File: src/rtl/mul_input_arbiter_if.sv
// Packet bus between the two requesters (NoC data path, config loader) and the
// multiplier input. The slave modport is the arbiter's view of the bus.
interface mul_input_arbiter_if #(
    parameter int NETWORK_SIZE  = 256,
    parameter int PAYLOAD_WIDTH = 32,
    parameter int TYPE_WIDTH    = 3
);
    // Integer floor square root so the sequence width stays a pure integer expression.
    function automatic int isqrt(input int n);
        int r;
        r = 0;
        while ((r + 1) * (r + 1) <= n) begin
            r = r + 1;
        end
        return r;
    endfunction

    localparam int SOURCE_WIDTH = $clog2(NETWORK_SIZE);
    localparam int SEQ_WIDTH    = $clog2(isqrt(NETWORK_SIZE) * 2);
    localparam int DATA_WIDTH   = PAYLOAD_WIDTH + SOURCE_WIDTH;

    logic                  dat_valid;
    logic [TYPE_WIDTH-1:0] dat_type;
    logic [SEQ_WIDTH-1:0]  dat_seqNum;
    logic [DATA_WIDTH-1:0] dat_data;
    logic                  dat_halt;

    logic                  cfg_valid;
    logic [TYPE_WIDTH-1:0] cfg_type;
    logic [SEQ_WIDTH-1:0]  cfg_seqNum;
    logic [DATA_WIDTH-1:0] cfg_data;
    logic                  cfg_last;
    logic                  cfg_halt;

    logic                  MUL_halt;
    logic                  MUL_valid;
    logic [TYPE_WIDTH-1:0] MUL_type;
    logic [SEQ_WIDTH-1:0]  MUL_seqNum;
    logic [DATA_WIDTH-1:0] MUL_data;

    logic                  cfg_busy;
    logic                  cfg_err;

    modport slave (
        input  dat_valid, dat_type, dat_seqNum, dat_data,
        output dat_halt,
        input  cfg_valid, cfg_type, cfg_seqNum, cfg_data, cfg_last,
        output cfg_halt,
        input  MUL_halt,
        output MUL_valid, MUL_type, MUL_seqNum, MUL_data,
        output cfg_busy, cfg_err
    );

    modport master (
        output dat_valid, dat_type, dat_seqNum, dat_data,
        input  dat_halt,
        output cfg_valid, cfg_type, cfg_seqNum, cfg_data, cfg_last,
        input  cfg_halt,
        output MUL_halt,
        input  MUL_valid, MUL_type, MUL_seqNum, MUL_data,
        input  cfg_busy, cfg_err
    );
endinterface

File: src/rtl/mul_input_arbiter.sv
// Round-robin arbiter sharing the multiplier packet input between the data path
// and the config loader; config bursts lock the grant until their last beat.
module mul_input_arbiter #(
    parameter int NETWORK_SIZE  = 256,
    parameter int PAYLOAD_WIDTH = 32,
    parameter int TYPE_WIDTH    = 3
) (
    input  logic                clk,
    input  logic                rst,
    mul_input_arbiter_if.slave  bus
);
    function automatic int isqrt(input int n);
        int r;
        r = 0;
        while ((r + 1) * (r + 1) <= n) begin
            r = r + 1;
        end
        return r;
    endfunction

    localparam int SOURCE_WIDTH = $clog2(NETWORK_SIZE);
    localparam int SEQ_WIDTH    = $clog2(isqrt(NETWORK_SIZE) * 2);
    localparam int DATA_WIDTH   = PAYLOAD_WIDTH + SOURCE_WIDTH;

    localparam logic [TYPE_WIDTH-1:0] TYPE_DATA = {TYPE_WIDTH{1'b0}};

    typedef enum logic [0:0] {
        ST_IDLE     = 1'b0,
        ST_CFG_LOCK = 1'b1
    } state_e;

    typedef enum logic [0:0] {
        GNT_DAT = 1'b0,
        GNT_CFG = 1'b1
    } grant_e;

    state_e                state_q,      state_d;
    grant_e                last_grant_q, last_grant_d;
    logic                  mul_valid_q,  mul_valid_d;
    logic [TYPE_WIDTH-1:0] mul_type_q,   mul_type_d;
    logic [SEQ_WIDTH-1:0]  mul_seq_q,    mul_seq_d;
    logic [DATA_WIDTH-1:0] mul_data_q,   mul_data_d;
    logic                  cfg_err_q,    cfg_err_d;

    logic gnt_dat_s;
    logic gnt_cfg_s;
    logic dat_acc_s;
    logic cfg_acc_s;
    logic cfg_illegal_s;

    // Grant selection: locked to cfg inside a burst, otherwise round robin on contention.
    always_comb begin
        gnt_dat_s = 1'b0;
        gnt_cfg_s = 1'b0;
        case (state_q)
            ST_IDLE: begin
                if (bus.dat_valid && bus.cfg_valid) begin
                    if (last_grant_q == GNT_DAT) begin
                        gnt_cfg_s = 1'b1;
                    end else begin
                        gnt_dat_s = 1'b1;
                    end
                end else if (bus.dat_valid) begin
                    gnt_dat_s = 1'b1;
                end else if (bus.cfg_valid) begin
                    gnt_cfg_s = 1'b1;
                end else begin
                    gnt_dat_s = 1'b0;
                    gnt_cfg_s = 1'b0;
                end
            end
            ST_CFG_LOCK: begin
                gnt_cfg_s = 1'b1;
            end
            default: begin
                gnt_dat_s = 1'b0;
                gnt_cfg_s = 1'b0;
            end
        endcase
    end

    // Acceptance qualifiers; an accepted DATA-typed cfg beat is consumed but dropped.
    always_comb begin
        dat_acc_s     = bus.dat_valid & gnt_dat_s & ~bus.MUL_halt;
        cfg_acc_s     = bus.cfg_valid & gnt_cfg_s & ~bus.MUL_halt;
        cfg_illegal_s = cfg_acc_s & (bus.cfg_type == TYPE_DATA);
    end

    // Next-state for the output stage, grant history, error flag and burst FSM.
    always_comb begin
        state_d      = state_q;
        last_grant_d = last_grant_q;
        mul_valid_d  = mul_valid_q;
        mul_type_d   = mul_type_q;
        mul_seq_d    = mul_seq_q;
        mul_data_d   = mul_data_q;
        cfg_err_d    = cfg_err_q | cfg_illegal_s;

        if (!bus.MUL_halt) begin
            if (gnt_dat_s) begin
                mul_valid_d = bus.dat_valid;
                mul_type_d  = bus.dat_type;
                mul_seq_d   = bus.dat_seqNum;
                mul_data_d  = bus.dat_data;
            end else if (gnt_cfg_s) begin
                if (cfg_illegal_s) begin
                    mul_valid_d = 1'b0;
                end else begin
                    mul_valid_d = bus.cfg_valid;
                    mul_type_d  = bus.cfg_type;
                    mul_seq_d   = bus.cfg_seqNum;
                    mul_data_d  = bus.cfg_data;
                end
            end else begin
                mul_valid_d = 1'b0;
            end
        end else begin
            mul_valid_d = mul_valid_q;
        end

        if (dat_acc_s) begin
            last_grant_d = GNT_DAT;
        end else if (cfg_acc_s) begin
            last_grant_d = GNT_CFG;
        end else begin
            last_grant_d = last_grant_q;
        end

        case (state_q)
            ST_IDLE: begin
                if (cfg_acc_s && !bus.cfg_last) begin
                    state_d = ST_CFG_LOCK;
                end else begin
                    state_d = ST_IDLE;
                end
            end
            ST_CFG_LOCK: begin
                if (cfg_acc_s && bus.cfg_last) begin
                    state_d = ST_IDLE;
                end else begin
                    state_d = ST_CFG_LOCK;
                end
            end
            default: begin
                state_d = ST_IDLE;
            end
        endcase
    end

    // State and output registers; reset abandons any burst in progress.
    always_ff @(posedge clk or negedge rst) begin
        if (!rst) begin
            state_q      <= ST_IDLE;
            last_grant_q <= GNT_DAT;
            mul_valid_q  <= 1'b0;
            mul_type_q   <= {TYPE_WIDTH{1'b0}};
            mul_seq_q    <= {SEQ_WIDTH{1'b0}};
            mul_data_q   <= {DATA_WIDTH{1'b0}};
            cfg_err_q    <= 1'b0;
        end else begin
            state_q      <= state_d;
            last_grant_q <= last_grant_d;
            mul_valid_q  <= mul_valid_d;
            mul_type_q   <= mul_type_d;
            mul_seq_q    <= mul_seq_d;
            mul_data_q   <= mul_data_d;
            cfg_err_q    <= cfg_err_d;
        end
    end

    // Halts mirror the multiplier's combinational halt so requesters stall in the same cycle.
    assign bus.dat_halt   = bus.MUL_halt | ~gnt_dat_s;
    assign bus.cfg_halt   = bus.MUL_halt | ~gnt_cfg_s;
    assign bus.MUL_valid  = mul_valid_q;
    assign bus.MUL_type   = mul_type_q;
    assign bus.MUL_seqNum = mul_seq_q;
    assign bus.MUL_data   = mul_data_q;
    assign bus.cfg_busy   = (state_q == ST_CFG_LOCK);
    assign bus.cfg_err    = cfg_err_q;
endmodule

File: src/flat_wrapper.sv
// flat-port wrapper written by rule: the top's interface ports become plain ports
module mul_input_arbiter_flat 
#(
    parameter int NETWORK_SIZE  = 256,
    parameter int PAYLOAD_WIDTH = 32,
    parameter int TYPE_WIDTH    = 3
)
  (clk, rst, bus_dat_valid, bus_dat_type, bus_dat_seqNum, bus_dat_data, bus_dat_halt, bus_cfg_valid, bus_cfg_type, bus_cfg_seqNum, bus_cfg_data, bus_cfg_last, bus_cfg_halt, bus_MUL_halt, bus_MUL_valid, bus_MUL_type, bus_MUL_seqNum, bus_MUL_data, bus_cfg_busy, bus_cfg_err);
  mul_input_arbiter_if #(.NETWORK_SIZE(NETWORK_SIZE), .PAYLOAD_WIDTH(PAYLOAD_WIDTH), .TYPE_WIDTH(TYPE_WIDTH)) bus_i ();
  input  logic clk;
  input  logic rst;
  input wire logic [$bits(bus_i.dat_valid)-1:0] bus_dat_valid;
  input wire logic [$bits(bus_i.dat_type)-1:0] bus_dat_type;
  input wire logic [$bits(bus_i.dat_seqNum)-1:0] bus_dat_seqNum;
  input wire logic [$bits(bus_i.dat_data)-1:0] bus_dat_data;
  output wire logic [$bits(bus_i.dat_halt)-1:0] bus_dat_halt;
  input wire logic [$bits(bus_i.cfg_valid)-1:0] bus_cfg_valid;
  input wire logic [$bits(bus_i.cfg_type)-1:0] bus_cfg_type;
  input wire logic [$bits(bus_i.cfg_seqNum)-1:0] bus_cfg_seqNum;
  input wire logic [$bits(bus_i.cfg_data)-1:0] bus_cfg_data;
  input wire logic [$bits(bus_i.cfg_last)-1:0] bus_cfg_last;
  output wire logic [$bits(bus_i.cfg_halt)-1:0] bus_cfg_halt;
  input wire logic [$bits(bus_i.MUL_halt)-1:0] bus_MUL_halt;
  output wire logic [$bits(bus_i.MUL_valid)-1:0] bus_MUL_valid;
  output wire logic [$bits(bus_i.MUL_type)-1:0] bus_MUL_type;
  output wire logic [$bits(bus_i.MUL_seqNum)-1:0] bus_MUL_seqNum;
  output wire logic [$bits(bus_i.MUL_data)-1:0] bus_MUL_data;
  output wire logic [$bits(bus_i.cfg_busy)-1:0] bus_cfg_busy;
  output wire logic [$bits(bus_i.cfg_err)-1:0] bus_cfg_err;
  assign bus_i.dat_valid = bus_dat_valid;
  assign bus_i.dat_type = bus_dat_type;
  assign bus_i.dat_seqNum = bus_dat_seqNum;
  assign bus_i.dat_data = bus_dat_data;
  assign bus_dat_halt = bus_i.dat_halt;
  assign bus_i.cfg_valid = bus_cfg_valid;
  assign bus_i.cfg_type = bus_cfg_type;
  assign bus_i.cfg_seqNum = bus_cfg_seqNum;
  assign bus_i.cfg_data = bus_cfg_data;
  assign bus_i.cfg_last = bus_cfg_last;
  assign bus_cfg_halt = bus_i.cfg_halt;
  assign bus_i.MUL_halt = bus_MUL_halt;
  assign bus_MUL_valid = bus_i.MUL_valid;
  assign bus_MUL_type = bus_i.MUL_type;
  assign bus_MUL_seqNum = bus_i.MUL_seqNum;
  assign bus_MUL_data = bus_i.MUL_data;
  assign bus_cfg_busy = bus_i.cfg_busy;
  assign bus_cfg_err = bus_i.cfg_err;
  mul_input_arbiter #(.NETWORK_SIZE(NETWORK_SIZE), .PAYLOAD_WIDTH(PAYLOAD_WIDTH), .TYPE_WIDTH(TYPE_WIDTH)) u_core (.clk(clk), .rst(rst), .bus(bus_i));
endmodule
File: config.mk
export PLATFORM = sky130hd
export DESIGN_NAME = mul_input_arbiter_flat
export DESIGN_NICKNAME = d
export VERILOG_FILES = /design/src/rtl/mul_input_arbiter_if.sv /design/src/rtl/mul_input_arbiter.sv /design/src/flat_wrapper.sv
export SDC_FILE = /design/constraint.sdc
export NUM_CORES = 1
export LEC_CHECK = 0
export ABC_AREA = 1
export CAP_MARGIN = 20
export CORE_MARGIN = 2
export CORE_UTILIZATION = 42
export DETAILED_ROUTE_END_ITERATION = 8
export PLACE_DENSITY = 0.87
export SETUP_SLACK_MARGIN = 0.4
export SYNTH_ARGS = -nofsm -noshare
export SYNTH_HDL_FRONTEND = slang
export SYNTH_SLANG_ARGS = --single-unit
File: constraint.sdc
create_clock -name clk -period 3.1 [get_ports clk]
set_input_delay 0.31 -clock clk [delete_from_list [all_inputs] [get_ports clk]]
set_output_delay 0.31 -clock clk [all_outputs]
set_load 0.02 [all_outputs]
==> results.yml <==
run_status:
  status: "finished, final reports clean"
clock_tree:
  cts_max_path_buffers: 2
  htreeDepth: 2
  cts-resized-gates: 0
  cts_tree: "built"
  root_buffer: "clkbuf_8"
  clkTransAtPathRegs_ns: 0.09
  hold_buffers: 0
  cts_setup_buffers: 0
  cts-buffers-inserted: 5
  clk-insertion-delay-late_ns: 0.30
  cts_sinks: 52
cells_and_area:
  num-nets-final: 640
  areaGrowthSynthToFinish_pct: 60.31
  design_area_um2: 4447
  nFillCells: 553
  post_route_cells_drive_above_1_share_pct: 3.525
  antenna_cells: 0
  fin_util_pct: 69.63
routing:
  drt_iter0_drc: 96
  drt-wirelength-per-cell_um: 12.79
  firstDrtPassIters: 4
  drc: 0
  wirelength_um: 7879
  ant_nets: 0
  via_per_inst: 4.765
  vias: 2935
worst_setup_path:
  ff2ff_setup_slack_ns: 1.41
  arrival_ns: 1.88
  timing.rr.end: "u_core.bus.MUL_data[33]$_DFFE_PN0P_"
  path_max_fanout: 5
  worst_r2r_path_depth: 8
  startpoint_type: "input pin"
  worstSetupPathType: "in -> out"
  end_kind: "primary output"
  worstPathRequired_ns: 2.79
grt:
  antenna_found_initial: 0
  gr-max-usage-layer: "met2"
  grt_pass1_wl_um: 13250
  track_usage_pct: 22.45
  grt_use_met1_pct: 27.39
  grt_pass1_vias: 2867
  grt.met2_usage_pct: 39.42
  grt_max_degree: 59
  overflow: 0
  grtUsageMet3_pct: 5.739
sta:
  clock_skew_ns: 0.003723
  setup_tns_ns: 0
  final-setup-viol-count: 0
  final.period_utilization_pct: 70.54
  tightest_slew_ns: 0.6872
  fmax_mhz: 457.3
  hold_violations: 0
  max_slew_margin_pct: 54.18
  rsz0062_at_grt: "no"
  drv_slew: 0
  layout_min_cycle_time_ns: 2.187
floorplan:
  die-width_um: 85.27
  dieArea_um2: 7271
  core-area_um2: 6386
  top_level_ports: 155
  fp.dieH_um: 85.27
  start_util_pct: 43.44
  rows: 29
logic_synthesis:
  ys.warnings.count: 0
  synthCells: 394
  avgSynthCellArea_um2: 7.040
  yosysUniqueCellTypes: 16
  yosys.area.top_type: "dfrtp_1"
  async_flop_share_pct: 100.0
  yosys.area.top_type_share_pct: 46.91
  ys.flop_type: "dfrtp_1"
  ys_top_cells_by_area: "dfrtp_1 47%, nand2_1 21%, nand3_1 8.8%"
  seq_area_frac_synth_pct: 46.91
  synth_seq_cells: 52
  syn_nets: 496
  syn-cell-area_um2: 2774
  synth_edf_count: 0
power_and_ir_drop:
  ir_drop_mv: 0.3287
  power_leakage_nw: 2.299
  powerDensity_nw_per_um2: 590.7
placement:
  dpl.hpwl_um: 6020
  post_dp_cell_area_um2: 4357
  io_buffers: 154
  finalWeightedCongestion: 0.8220
flow_run:
  drv_cap: 0
hold_path:
  min_path_type: "in -> async"
## worst max-delay path: stages
cell and delay, ns:
clkdlybuf4s50_1 0.58, nand2_1 0.13, nand3_2 0.10, nor2_1 0.06, inv_1 0.08, clkdlybuf4s50_1 0.61
## flip-flops by register name, summed over array words and instances (netlist names), named ones only
| name | flops |
|---|---|
| u_core.bus.MUL_valid | 1 |
| u_core.last_grant_q | 1 |
| u_core.bus.MUL_seqNum | 5 |
| u_core.bus.cfg_err | 1 |
| u_core.bus.MUL_type | 3 |
| u_core.bus.MUL_data | 40 |
## cell usage after synthesis, types with 2 or more instances
library cell,n
dfrtp_1,52
clkbuf_1,10
inv_1,56
nand3_2,2
buf_2,8
nor2_1,2
nand2_1,154
o21ai_1,8
nand3_1,49
o21ai_0,41
buf_4,7
## cell families after synthesis
logic type	Yosys count	synth area share (%)
AO/OA/AOI/OAI	51	9.292
buffers and inverters	82	12.40
flip-flops	52	46.91
AND/OR/NAND/NOR	209	31.39
## final cells by class
class	instances	area, um^2	share of cell area (%)
Sequential cell	52	1301	29.26
Multi-Input combinational cell	260	1129	25.38
Inverter	57	214.0	4.811
Clock buffer	8	90.09	2.026
Timing Repair Buffer	162	1617	36.35
Tap cell	77	96.34	2.167
## per-stage QoR
| step | hold slack (ns) | total power [W] | setup slack [ns] | std cells |
|---|---|---|---|---|
| 2_1_floorplan | 0.01441 | 0.001636 | 1.676 | 394 |
| 3_3_place_gp | 0.4478 | 0.002217 | 0.9122 | 607 |
| 3_5_place_dp | 0.3883 | 0.002264 | 0.9136 | 608 |
| 4_1_cts | 0.06567 | 0.002652 | 0.9060 | 616 |
| 5_1_grt | 0.08300 | 0.002816 | 0.8120 | 616 |
| 6_report | 0.04628 | 0.002627 | 0.9133 | 616 |
## report_power, final
group / internal (W) / leakage (nW) / switching [W]
Combinational: 0.000593 / 1.62 / 0.000678
Sequential: 0.000865 / 0.639 / 0.000104
Clock: 0.000182 / 0.0455 / 0.000205
## layer usage
layer  routed length [um]  part of all wire (%)
met5                    0                     0
met4                  103                   1.3
met3                  588                   7.5
met2                 3999                    51
met1                 3188                    40
## cells in the final DEF (no fill, tap or decap)
master / instances
buf_4: 7
nand4_2: 1
nand2_1: 154
inv_1: 56
nand3b_1: 1
nor2_1: 2
inv_2: 1
clkdlybuf4s50_1: 153
nand3_1: 49
buf_16: 1
clkbuf_8: 6
dfrtp_1: 52
o21bai_1: 1
a21oi_1: 1
o21ai_1: 8
buf_2: 1
clkbuf_1: 2
o21ai_0: 41
nand3_2: 2
## worst max path at each step
stage	start	to	cells past startpoint
floorplan	register	bus_dat_halt	5
global placement	bus_cfg_valid	bus_dat_halt	6
detailed placement	bus_cfg_valid	bus_dat_halt	6
CTS	bus_cfg_valid	bus_dat_halt	6
global route	bus_cfg_valid	bus_dat_halt	6
finish	bus_cfg_valid	bus_dat_halt	6
(Power assumes the default switching activity.)
